<file path="src/rtl/usb_pkg.sv">
// rtl/usb_pkg.sv - shared handshake/state encodings for the USB endpoint arbiter
package usb_pkg;

  localparam int EP_W  = 3;
  localparam int CNT_W = 7;

  typedef enum logic [1:0] {
    HS_ACK   = 2'b00,
    HS_NONE  = 2'b01,
    HS_NAK   = 2'b10,
    HS_STALL = 2'b11
  } hs_e;

  typedef enum logic [1:0] {
    ST_IDLE     = 2'b00,
    ST_IN_DATA  = 2'b01,
    ST_OUT_DATA = 2'b10,
    ST_DRAIN    = 2'b11
  } state_e;

endpackage

</file>
<file path="src/rtl/usb_toggle_bank.sv">
// rtl/usb_toggle_bank.sv - per-endpoint DATA0/DATA1 toggle bits with set/clear/invert
module usb_toggle_bank
  import usb_pkg::*;
#(
  parameter int NUM_EP = 4
) (
  input  logic              clk,
  input  logic              rst,
  input  logic [EP_W-1:0]   sel,
  input  logic              set,
  input  logic              clr,
  input  logic              inv,
  output logic [NUM_EP-1:0] toggles
);

  logic [NUM_EP-1:0] tog_q, tog_d;

  // clear wins over set, set wins over invert
  always_comb begin
    tog_d = tog_q;
    for (int i = 0; i < NUM_EP; i++) begin
      if (sel == EP_W'(i)) begin
        if (clr)      tog_d[i] = 1'b0;
        else if (set) tog_d[i] = 1'b1;
        else if (inv) tog_d[i] = ~tog_q[i];
      end
    end
  end

  always_ff @(posedge clk) begin
    if (rst) tog_q <= '0;
    else     tog_q <= tog_d;
  end

  assign toggles = tog_q;

endmodule

</file>
<file path="src/rtl/usb_ep_arbiter.sv">
// rtl/usb_ep_arbiter.sv - routes USB token/data phases to per-endpoint IN/OUT FIFOs
module usb_ep_arbiter
  import usb_pkg::*;
#(
  parameter int NUM_EP  = 4,
  parameter int MAX_PKT = 64
) (
  input  logic                clk_48,
  input  logic                rst,
  input  logic                transaction_active,
  input  logic [3:0]          endpoint,
  input  logic                direction_in,
  input  logic                setup,
  input  logic                data_strobe,
  input  logic                success,
  input  logic [7:0]          data_out,
  output logic [7:0]          data_in,
  output logic                data_in_valid,
  output logic [1:0]          handshake,
  output logic                data_toggle,
  input  logic [NUM_EP-1:0]   ep_enable,
  input  logic [NUM_EP-1:0]   ep_stall,
  input  logic [8*NUM_EP-1:0] in_data,
  input  logic [NUM_EP-1:0]   in_empty,
  output logic [NUM_EP-1:0]   in_rd,
  output logic [7:0]          out_data,
  output logic [NUM_EP-1:0]   out_wr,
  input  logic [NUM_EP-1:0]   out_full,
  output logic [NUM_EP-1:0]   out_commit,
  output logic [NUM_EP-1:0]   out_abort
);

  state_e              state_q, state_d;
  hs_e                 hs_q, hs_d;
  logic                ta_q, ta_d;
  logic [EP_W-1:0]     ep_q, ep_d;
  logic                setup_q, setup_d;
  logic                ovf_q, ovf_d;
  logic [CNT_W-1:0]    cnt_q, cnt_d;
  logic [7:0]          out_data_q, out_data_d;
  logic [NUM_EP-1:0]   out_wr_q, out_wr_d;
  logic [NUM_EP-1:0]   commit_q, commit_d;
  logic [NUM_EP-1:0]   abort_q, abort_d;

  logic [EP_W-1:0]     tog_sel;
  logic                tog_set, tog_clr, tog_inv;
  logic [NUM_EP-1:0]   toggles;

  logic [EP_W-1:0]     ep_idx;
  logic [NUM_EP-1:0]   start_oh, ep_oh_q;
  logic                in_range;
  logic [7:0]          in_sel;

  assign ep_idx   = endpoint[EP_W-1:0];
  assign in_range = endpoint < 4'(NUM_EP);
  assign start_oh = NUM_EP'(1) << ep_idx;
  assign ep_oh_q  = NUM_EP'(1) << ep_q;

  always_comb begin
    in_sel = 8'h00;
    for (int i = 0; i < NUM_EP; i++) begin
      if (ep_q == EP_W'(i)) in_sel = in_data[i*8 +: 8];
    end
  end

  assign data_in_valid = (state_q == ST_IN_DATA) && (cnt_q < CNT_W'(MAX_PKT))
                         && !(|(in_empty & ep_oh_q));
  assign data_in       = (state_q == ST_IN_DATA) ? in_sel : 8'h00;
  assign handshake     = hs_q;
  assign data_toggle   = |(toggles & ep_oh_q);
  assign out_data      = out_data_q;
  assign out_wr        = out_wr_q;
  assign out_commit    = commit_q;
  assign out_abort     = abort_q;

  always_comb begin
    state_d    = state_q;
    hs_d       = hs_q;
    ta_d       = transaction_active;
    ep_d       = ep_q;
    setup_d    = setup_q;
    ovf_d      = ovf_q;
    cnt_d      = cnt_q;
    out_data_d = out_data_q;
    out_wr_d   = '0;
    commit_d   = '0;
    abort_d    = '0;
    in_rd      = '0;
    tog_sel    = ep_q;
    tog_set    = 1'b0;
    tog_clr    = 1'b0;
    tog_inv    = 1'b0;

    unique case (state_q)
      ST_IDLE: begin
        if (transaction_active && !ta_q) begin
          ep_d    = ep_idx;
          setup_d = setup;
          cnt_d   = '0;
          ovf_d   = 1'b0;
          tog_sel = ep_idx;
          if (!in_range || !(|(ep_enable & start_oh))) begin
            hs_d    = HS_STALL;
            state_d = ST_DRAIN;
          end else if (|(ep_stall & start_oh) && !setup) begin
            hs_d    = HS_STALL;
            state_d = ST_DRAIN;
          end else if (direction_in && !setup) begin
            hs_d    = (|(in_empty & start_oh)) ? HS_NAK : HS_ACK;
            state_d = (|(in_empty & start_oh)) ? ST_DRAIN : ST_IN_DATA;
          end else begin
            // a SETUP always restarts the control pipe on DATA0
            tog_clr = setup;
            hs_d    = (|(out_full & start_oh)) ? HS_NAK : HS_ACK;
            state_d = (|(out_full & start_oh)) ? ST_DRAIN : ST_OUT_DATA;
          end
        end
      end

      ST_IN_DATA: begin
        if (data_strobe && data_in_valid) begin
          in_rd = ep_oh_q;
          cnt_d = cnt_q + 1'b1;
        end
        if (success) begin
          tog_inv = 1'b1;
          state_d = transaction_active ? ST_DRAIN : ST_IDLE;
        end else if (!transaction_active) begin
          state_d = ST_IDLE;
        end
      end

      ST_OUT_DATA: begin
        if (data_strobe) begin
          if (ovf_q || |(out_full & ep_oh_q)) begin
            ovf_d = 1'b1;
          end else begin
            out_wr_d   = ep_oh_q;
            out_data_d = data_out;
          end
        end
        // an overflowed packet is discarded even if the host saw a good CRC
        if (success || !transaction_active) begin
          if (success && !ovf_d) begin
            commit_d = ep_oh_q;
            tog_set  = setup_q;
            tog_inv  = !setup_q;
          end else begin
            abort_d = ep_oh_q;
          end
          state_d = transaction_active ? ST_DRAIN : ST_IDLE;
        end
      end

      ST_DRAIN: begin
        if (!transaction_active) state_d = ST_IDLE;
      end

      default: state_d = ST_IDLE;
    endcase
  end

  // ta_q resets high so a transaction still active across reset is never restarted
  always_ff @(posedge clk_48) begin
    if (rst) begin
      state_q    <= ST_IDLE;
      hs_q       <= HS_ACK;
      ta_q       <= 1'b1;
      ep_q       <= '0;
      setup_q    <= 1'b0;
      ovf_q      <= 1'b0;
      cnt_q      <= '0;
      out_data_q <= 8'h00;
      out_wr_q   <= '0;
      commit_q   <= '0;
      abort_q    <= '0;
    end else begin
      state_q    <= state_d;
      hs_q       <= hs_d;
      ta_q       <= ta_d;
      ep_q       <= ep_d;
      setup_q    <= setup_d;
      ovf_q      <= ovf_d;
      cnt_q      <= cnt_d;
      out_data_q <= out_data_d;
      out_wr_q   <= out_wr_d;
      commit_q   <= commit_d;
      abort_q    <= abort_d;
    end
  end

  usb_toggle_bank #(
    .NUM_EP (NUM_EP)
  ) u_toggle_bank (
    .clk     (clk_48),
    .rst     (rst),
    .sel     (tog_sel),
    .set     (tog_set),
    .clr     (tog_clr),
    .inv     (tog_inv),
    .toggles (toggles)
  );

endmodule

</file>
<file path="config.mk">
export PLATFORM = sky130hd
export DESIGN_NAME = usb_ep_arbiter
export DESIGN_NICKNAME = d
export VERILOG_FILES = /design/src/rtl/usb_pkg.sv /design/src/rtl/usb_toggle_bank.sv /design/src/rtl/usb_ep_arbiter.sv
export SDC_FILE = /design/constraint.sdc
export NUM_CORES = 1
export LEC_CHECK = 0
export CAP_MARGIN = 5
export CORE_UTILIZATION = 40
export DETAILED_ROUTE_END_ITERATION = 10
export PLACE_DENSITY = 0.76
export RECOVER_POWER = 100
export SLEW_MARGIN = 20
export SYNTH_ARGS = -nofsm -noshare
export SYNTH_HDL_FRONTEND = slang
export SYNTH_SLANG_ARGS = --single-unit
</file>
<file path="constraint.sdc">
create_clock -name clk_48 -period 4.5 [get_ports clk_48]
set_input_delay 0.9 -clock clk_48 [delete_from_list [all_inputs] [get_ports clk_48]]
set_output_delay 0.9 -clock clk_48 [all_outputs]
set_load 0.1 [all_outputs]
</file>
==> results.md, run 1 <==
* Status: completed
* Rows at 28
* Crit share post-route at 83.55%
* Slew @ Worst Pin at 1207 ps
* Count leader, synth: dfxtp_1
* Async set-reset flop share out of synthesis at 0%
* TritonCTS buffer count at 5
* Synth Net Count at 354
* CTS tree: yes
* Die Wd at 80.16 µm
* Worst setup SP type: primary input
* First-pass GRT wire length at 11270 µm
* Post-route cell area at 3506 µm²
* Largest net degree at the start of global routing at 22
* Cell Area, Synth at 2444 µm²
* Ys flop type: dfxtp_1
* Layout Nets at 446
* Post-synth top area cell: dfxtp_1
* Highest clock rate at 266.0 MHz
* Worst-path cell chain: clkdlybuf4s50_1, or4bb_1, nand3_1, or2_0, nor2_1, clkbuf_2
* Largest cells by area after synthesis: dfxtp_1 34%, mux4_2 11%, mux2i_1 6.6%
* Core ar. at 5921 µm²
* Seq pwr share at 30.2%
* Max H-tree Level at 2
* Post-synth EDFFs at 0
* Switch share at 47.50%
* Top cell type's share of synthesized area at 33.59%
* Unique masters post-synth at 50
* Global route hottest layer: met2
* Hold Vio Cnt, Final at 0
* Cells after Synth at 282
* Sw power at 0.6405 mW
* Met3 GRT Util at 6.364%
* Critical Path Max Stage Delay at 500 ps
* Vias in the first global route at 2362
* Routed WL per cell at 15.12 µm
* # hold bufs at CTS at 0
* DRC violations left at 0
* Peak supply drop at 201.7 µV
* Via count at 2473
* WS Path Type: in2out
* Detailed Routing Iterations Pass 1 at 4
* Part of the Yosys area used for sequential elements at 33.59%
* Area added between synthesis and finish at 43.47%
* Relative slew margins at 19.87%
* MaxCap Viol Count at 0
* HPWL Detailed at 5290 µm
* Clock Path Buffers at 2
* Clk root buf: clkbuf_8
* Final min period at 3760 ps
* # resized after CTS at 0
* Dpl cell area at 3457 µm²
* Reg clk slew, reported paths at 80 ps
* Crit path required time at 3600 ps
* Initial antenna violation count at 0
* Die Y at 80.16 µm
* Cell Pwr Density at 384.6 nW/µm²
* Clk pwr share at 19.1%
* Lkg Pwr at 1.418 nW
* Max Transition Viols Final at 0
* Die area at 6426 µm²
* Final Wtd Congestion at 0.8357
* HP Class: reg2reg
* Clk_skew at 10.72 ps
* Clock Sinks at 41
* Setup bufs post-CTS at 0
* Post-Route WL at 6804 µm
* N_diodes at 0
* CP Capture Type: output port
* Hold WS at 485.7 ps
* GR Util met1 at 28.79%
* Synthesized area per cell at 8.665 µm²
* DRT iter0 DRCs at 103
* Starting Density at 41.27%
* #FFs+latches synth at 41
* DRT antenna net count at 0
* I/O Buffers at 102
* IO Pins at 103
* GR Overflow Total at 0
* Grt met2 use at 35.73%
* Critical path data arrival time at 2860 ps
* RSZ-0062 raised after global routing: false
* Layout cell share with drive strength beyond 1 at 8.000%
* Avg Vias per Cell at 5.496
* CP max FO at 8
* Final setup viols at 0
* Setup TNS at 0 ps
* Internal cell power at 0.7079 mW
* Synth cell count leaders: 41 x dfxtp_1, 35 x nor2_1, 28 x nand2_1, 16 x mux2i_1, 12 x mux4_2
* Clk_lat worst skew at 300 ps
* Synth warn at 0
* Gr usage total at 22.93%
* CP max stage cell: or4bb_1
* Combinational power share at 50.6%
## logic make-up after synthesis
group | after synthesis | share of synthesized area (%)
adders and majority gates | 5 | 2.560
buffers and inverters | 28 | 4.813
AOI/OAI and AO/OA | 48 | 13.77
muxes | 28 | 17.61
DFF | 41 | 33.59
and+or+nand+nor | 132 | 27.65
## critical path, delay by kind of cell
family / cells / cell delay [ps]
AND/OR/NAND/NOR: 4 / 1100
buffers and inverters: 2 / 850
## registers in the layout (all words and copies together), names as in the netlist
signal and count:
out_data 8, cnt_q 7, out_abort 4, out_commit 4, out_wr 4, u_toggle_bank.toggles 4, ep_q 3, handshake 2
state_q 2, ovf_q 1, setup_q 1, ta_q 1
## final cells by class
class                   count  area [µm²]
fillers                   527        2415
multi-input cells         213        1505
repair buffers            104       955.9
flip-flops and latches     41       820.8
well taps                  75       93.84
clock buffers               6       82.58
inverters                   9       33.78
clock inverters             2       13.76
## per-layer routing
layer,vias to the layer above,share of wire [%]
li1,1204,-
met1,1140,41
met2,105,47
met3,24,7.8
met4,0,3.6
met5,-,0
## per-stage QoR
stage	cells	utilization, %	worst slack [ps]	total power, mW
after global placement	442	58.39	1019	1.113
after global routing	450	59.21	622.2	1.428
after CTS	450	60.02	848.7	1.382
after detailed placement	442	58.39	1003	1.123
after floorplan	282	-	830.2	0.9395
final	450	59.21	740.2	1.348
## cells in the final DEF (no fill, tap or decap), types with 2 or more instances in the layout
cell,n
nand2b_1,8
nand4_1,6
clkbuf_1,10
and2_1,3
o21ai_1,4
a211oi_1,2
dlygate4sd3_1,27
nor2_1,35
inv_1,9
or4bb_1,2
a21oi_1,7
and3_1,11
mux4_2,12
or3_1,4
o22ai_1,5
dfxtp_1,41
clkdlybuf4s50_1,62
o21a_1,2
nor2b_1,3
a21o_1,3
clkbuf_8,6
o31ai_1,2
a211o_1,5
a31oi_1,2
mux2i_1,16
nand3_1,11
nor3_1,9
clkbuf_2,4
nand2_1,28
o21ai_0,8
or2_2,2
ha_1,5
## power by group through the flow
stage | Clock (mW) | Combinational (mW) | Sequential, mW
after floorplan | 0 | 0.467 | 0.472
after global placement | 0 | 0.698 | 0.415
after CTS | 0.265 | 0.709 | 0.408
after global routing | 0.287 | 0.729 | 0.412
final | 0.258 | 0.683 | 0.407
after detailed placement | 0 | 0.707 | 0.416
## worst paths after layout
check                                          start               endpoint  slack, ps  depth (start not counted)
worst min-delay path            setup_q$_SDFFE_PP0P_   setup_q$_SDFFE_PP0P_        490                          2
worst min register to register  setup_q$_SDFFE_PP0P_   setup_q$_SDFFE_PP0P_        490                          2
worst max-delay path                     in_empty[2]               in_rd[1]        740                          6
worst max register to register    ep_q[1]$_SDFF_PP0_  cnt_q[4]$_SDFFE_PP0P_       1910                          5
No activity file was read; power rests on OpenSTA's default activity.
==> run 2: changes to the inputs <==
CORE_UTILIZATION = 39   (was 40)
PLACE_DENSITY = 0.77   (was 0.76)
clock period = 3.3 ns   (was 4.5 ns; I/O delays follow)
==> results.md, run 2 (synthesized netlist as in run 1, its figures left out) <==
* Status: completed
* Max Transition Viols Final at 0
* Total power at 1.921 mW
* DRT iter0 DRCs at 112
* Layout cell share with drive strength beyond 1 at 11.32%
* Lkg Pwr at 1.346 nW
* CP Capture Type: output port
* Initial antenna violation count at 0
* Post-Route WL at 7111 µm
* Setup bufs post-CTS at 0
* Avg Vias per Cell at 5.596
* DRC violations left at 0
* Via count at 2546
* Commonest cells after routing, fill and taps aside: 62 x clkdlybuf4s50_1, 41 x dfxtp_1, 35 x nor2_1, 28 x nand2_1, 24 x clkbuf_1
* First-pass GRT wire length at 11430 µm
* Slew @ Worst Pin at 1187 ps
* N_diodes at 0
* Worst-path cell chain: clkdlybuf4s50_1, or4bb_1, nand3_1, or2_1, nor2_1, clkbuf_4
* Critical path data arrival time at 2420 ps
* Clock Sinks at 41
* Layout Nets at 451
* Final min period at 3083 ps
* CP max FO at 8
* CP delay by family, top: simple AND/OR/NAND/NOR gates
* Core ar. at 5991 µm²
* Cell Pwr Density at 560.7 nW/µm²
* Clk_lat worst skew at 300 ps
* Clock Path Buffers at 2
* MaxCap Viol Count at 0
* Area added between synthesis and finish at 40.19%
* Critical Path Max Stage Delay at 500 ps
* Reg clk slew, reported paths at 80 ps
* Util after Layout at 57.18%
* Worst setup SP type: primary input
* WS Path Type: in2out
* Clk_skew at 7.597 ps
* Fillers at 575
* Clk root buf: clkbuf_8
* IO Pins at 103
* Peak supply drop at 310.7 µV
* GR Overflow Total at 0
* Die Y at 81.16 µm
* Die Wd at 81.16 µm
* Relative slew margins at 21.23%
* TritonCTS buffer count at 5
* I/O Buffers at 102
* DRT antenna net count at 0
* Crit share post-route at 93.42%
* Detailed Routing Iterations Pass 1 at 4
* RSZ-0062 raised after global routing: false
* Hold Vio Cnt, Final at 0
* Setup TNS at 0 ps
* Max H-tree Level at 2
* Largest net degree at the start of global routing at 27
* Max FFs per register at 8
* Routed WL per cell at 15.63 µm
* Rows at 28
* HP Class: reg2reg
* Vias in the first global route at 2404
* # hold bufs at CTS at 0
* Highest clock rate at 324.4 MHz
* CP max stage cell: or4bb_1
* Crit path required time at 2640 ps
* Commonest non-fill, non-tap cell in the layout: clkdlybuf4s50_1
* HPWL Detailed at 5432 µm
* Die area at 6586 µm²
* Gr usage total at 22.86%
* Final Wtd Congestion at 0.8519
* # resized after CTS at 0
* CTS tree: yes
* Starting Density at 40.79%
* Crit path buf inv count at 2
* Final setup viols at 0
-- run 2: cell count changes in the layout (fill, tap and decap cells not counted), sizes merged --
cell         change
bufinv           +1
clkinv           -1
clkinvlp         +1
buf              +4
dlygate4sd3     -23
clkbuf          +23
-- run 2: area by class of cell --
cell class,instances,area (µm²),share of cell area [%]
inverter,9,33.78,0.9861
clock inverter,3,46.29,1.351
clock buffer,5,68.82,2.009
sequential,41,820.8,23.96
tap,75,93.84,2.739
timing repair buffer,109,868.3,25.35
multi-input combinational,213,1494,43.61
-- run 2: metrics by stage --
stage               setup slack (ps)  hold WS [ps]  instance area [µm²]  std cells
floorplan                      110.2         445.0                 2444        282
global placement               309.0         459.9                 3500        447
detailed placement             266.0         465.4                 3500        447
CTS                            266.3         480.2                 3615        455
global route                   88.68         492.9                 3426        455
finish                         217.1         481.6                 3426        455
-- run 2: metal layers --
layer  global-route usage, %  wire length, µm  part of all wire, %
met5                       0                0                    0
met4                   6.607               91                  1.3
met3                   6.067              521                  7.3
met2                   39.16             3478                   49
met1                   27.95             3020                   42
-- run 2: final timing paths --
kind              cells past startpoint  slack [ps]                  endpoint                    start
setup / recovery                      6         220                  in_rd[2]              in_empty[1]
hold / removal                        2         480      setup_q$_SDFFE_PP0P_     setup_q$_SDFFE_PP0P_
setup reg to reg                      7         830  out_data[4]$_SDFFE_PP0P_  state_q[0]$_SDFFE_PP0P_
hold reg to reg                       2         480      setup_q$_SDFFE_PP0P_     setup_q$_SDFFE_PP0P_
-- run 2: worst reg2reg max path, cell delays in order, from the launching register on --
cell	delay, ps
dfxtp_1	340
inv_1	120
ha_1	330
nor2b_1	340
nand2_1	120
a221oi_2	780
mux2i_1	280
nor2_1	50
-- run 2: where the power goes --
group	internal [mW]	leakage (nW)	switching, mW
combinational	0.275	0.960	0.685
clock	0.226	0.0543	0.182
sequential	0.528	0.332	0.0238
total	1.03	1.35	0.891
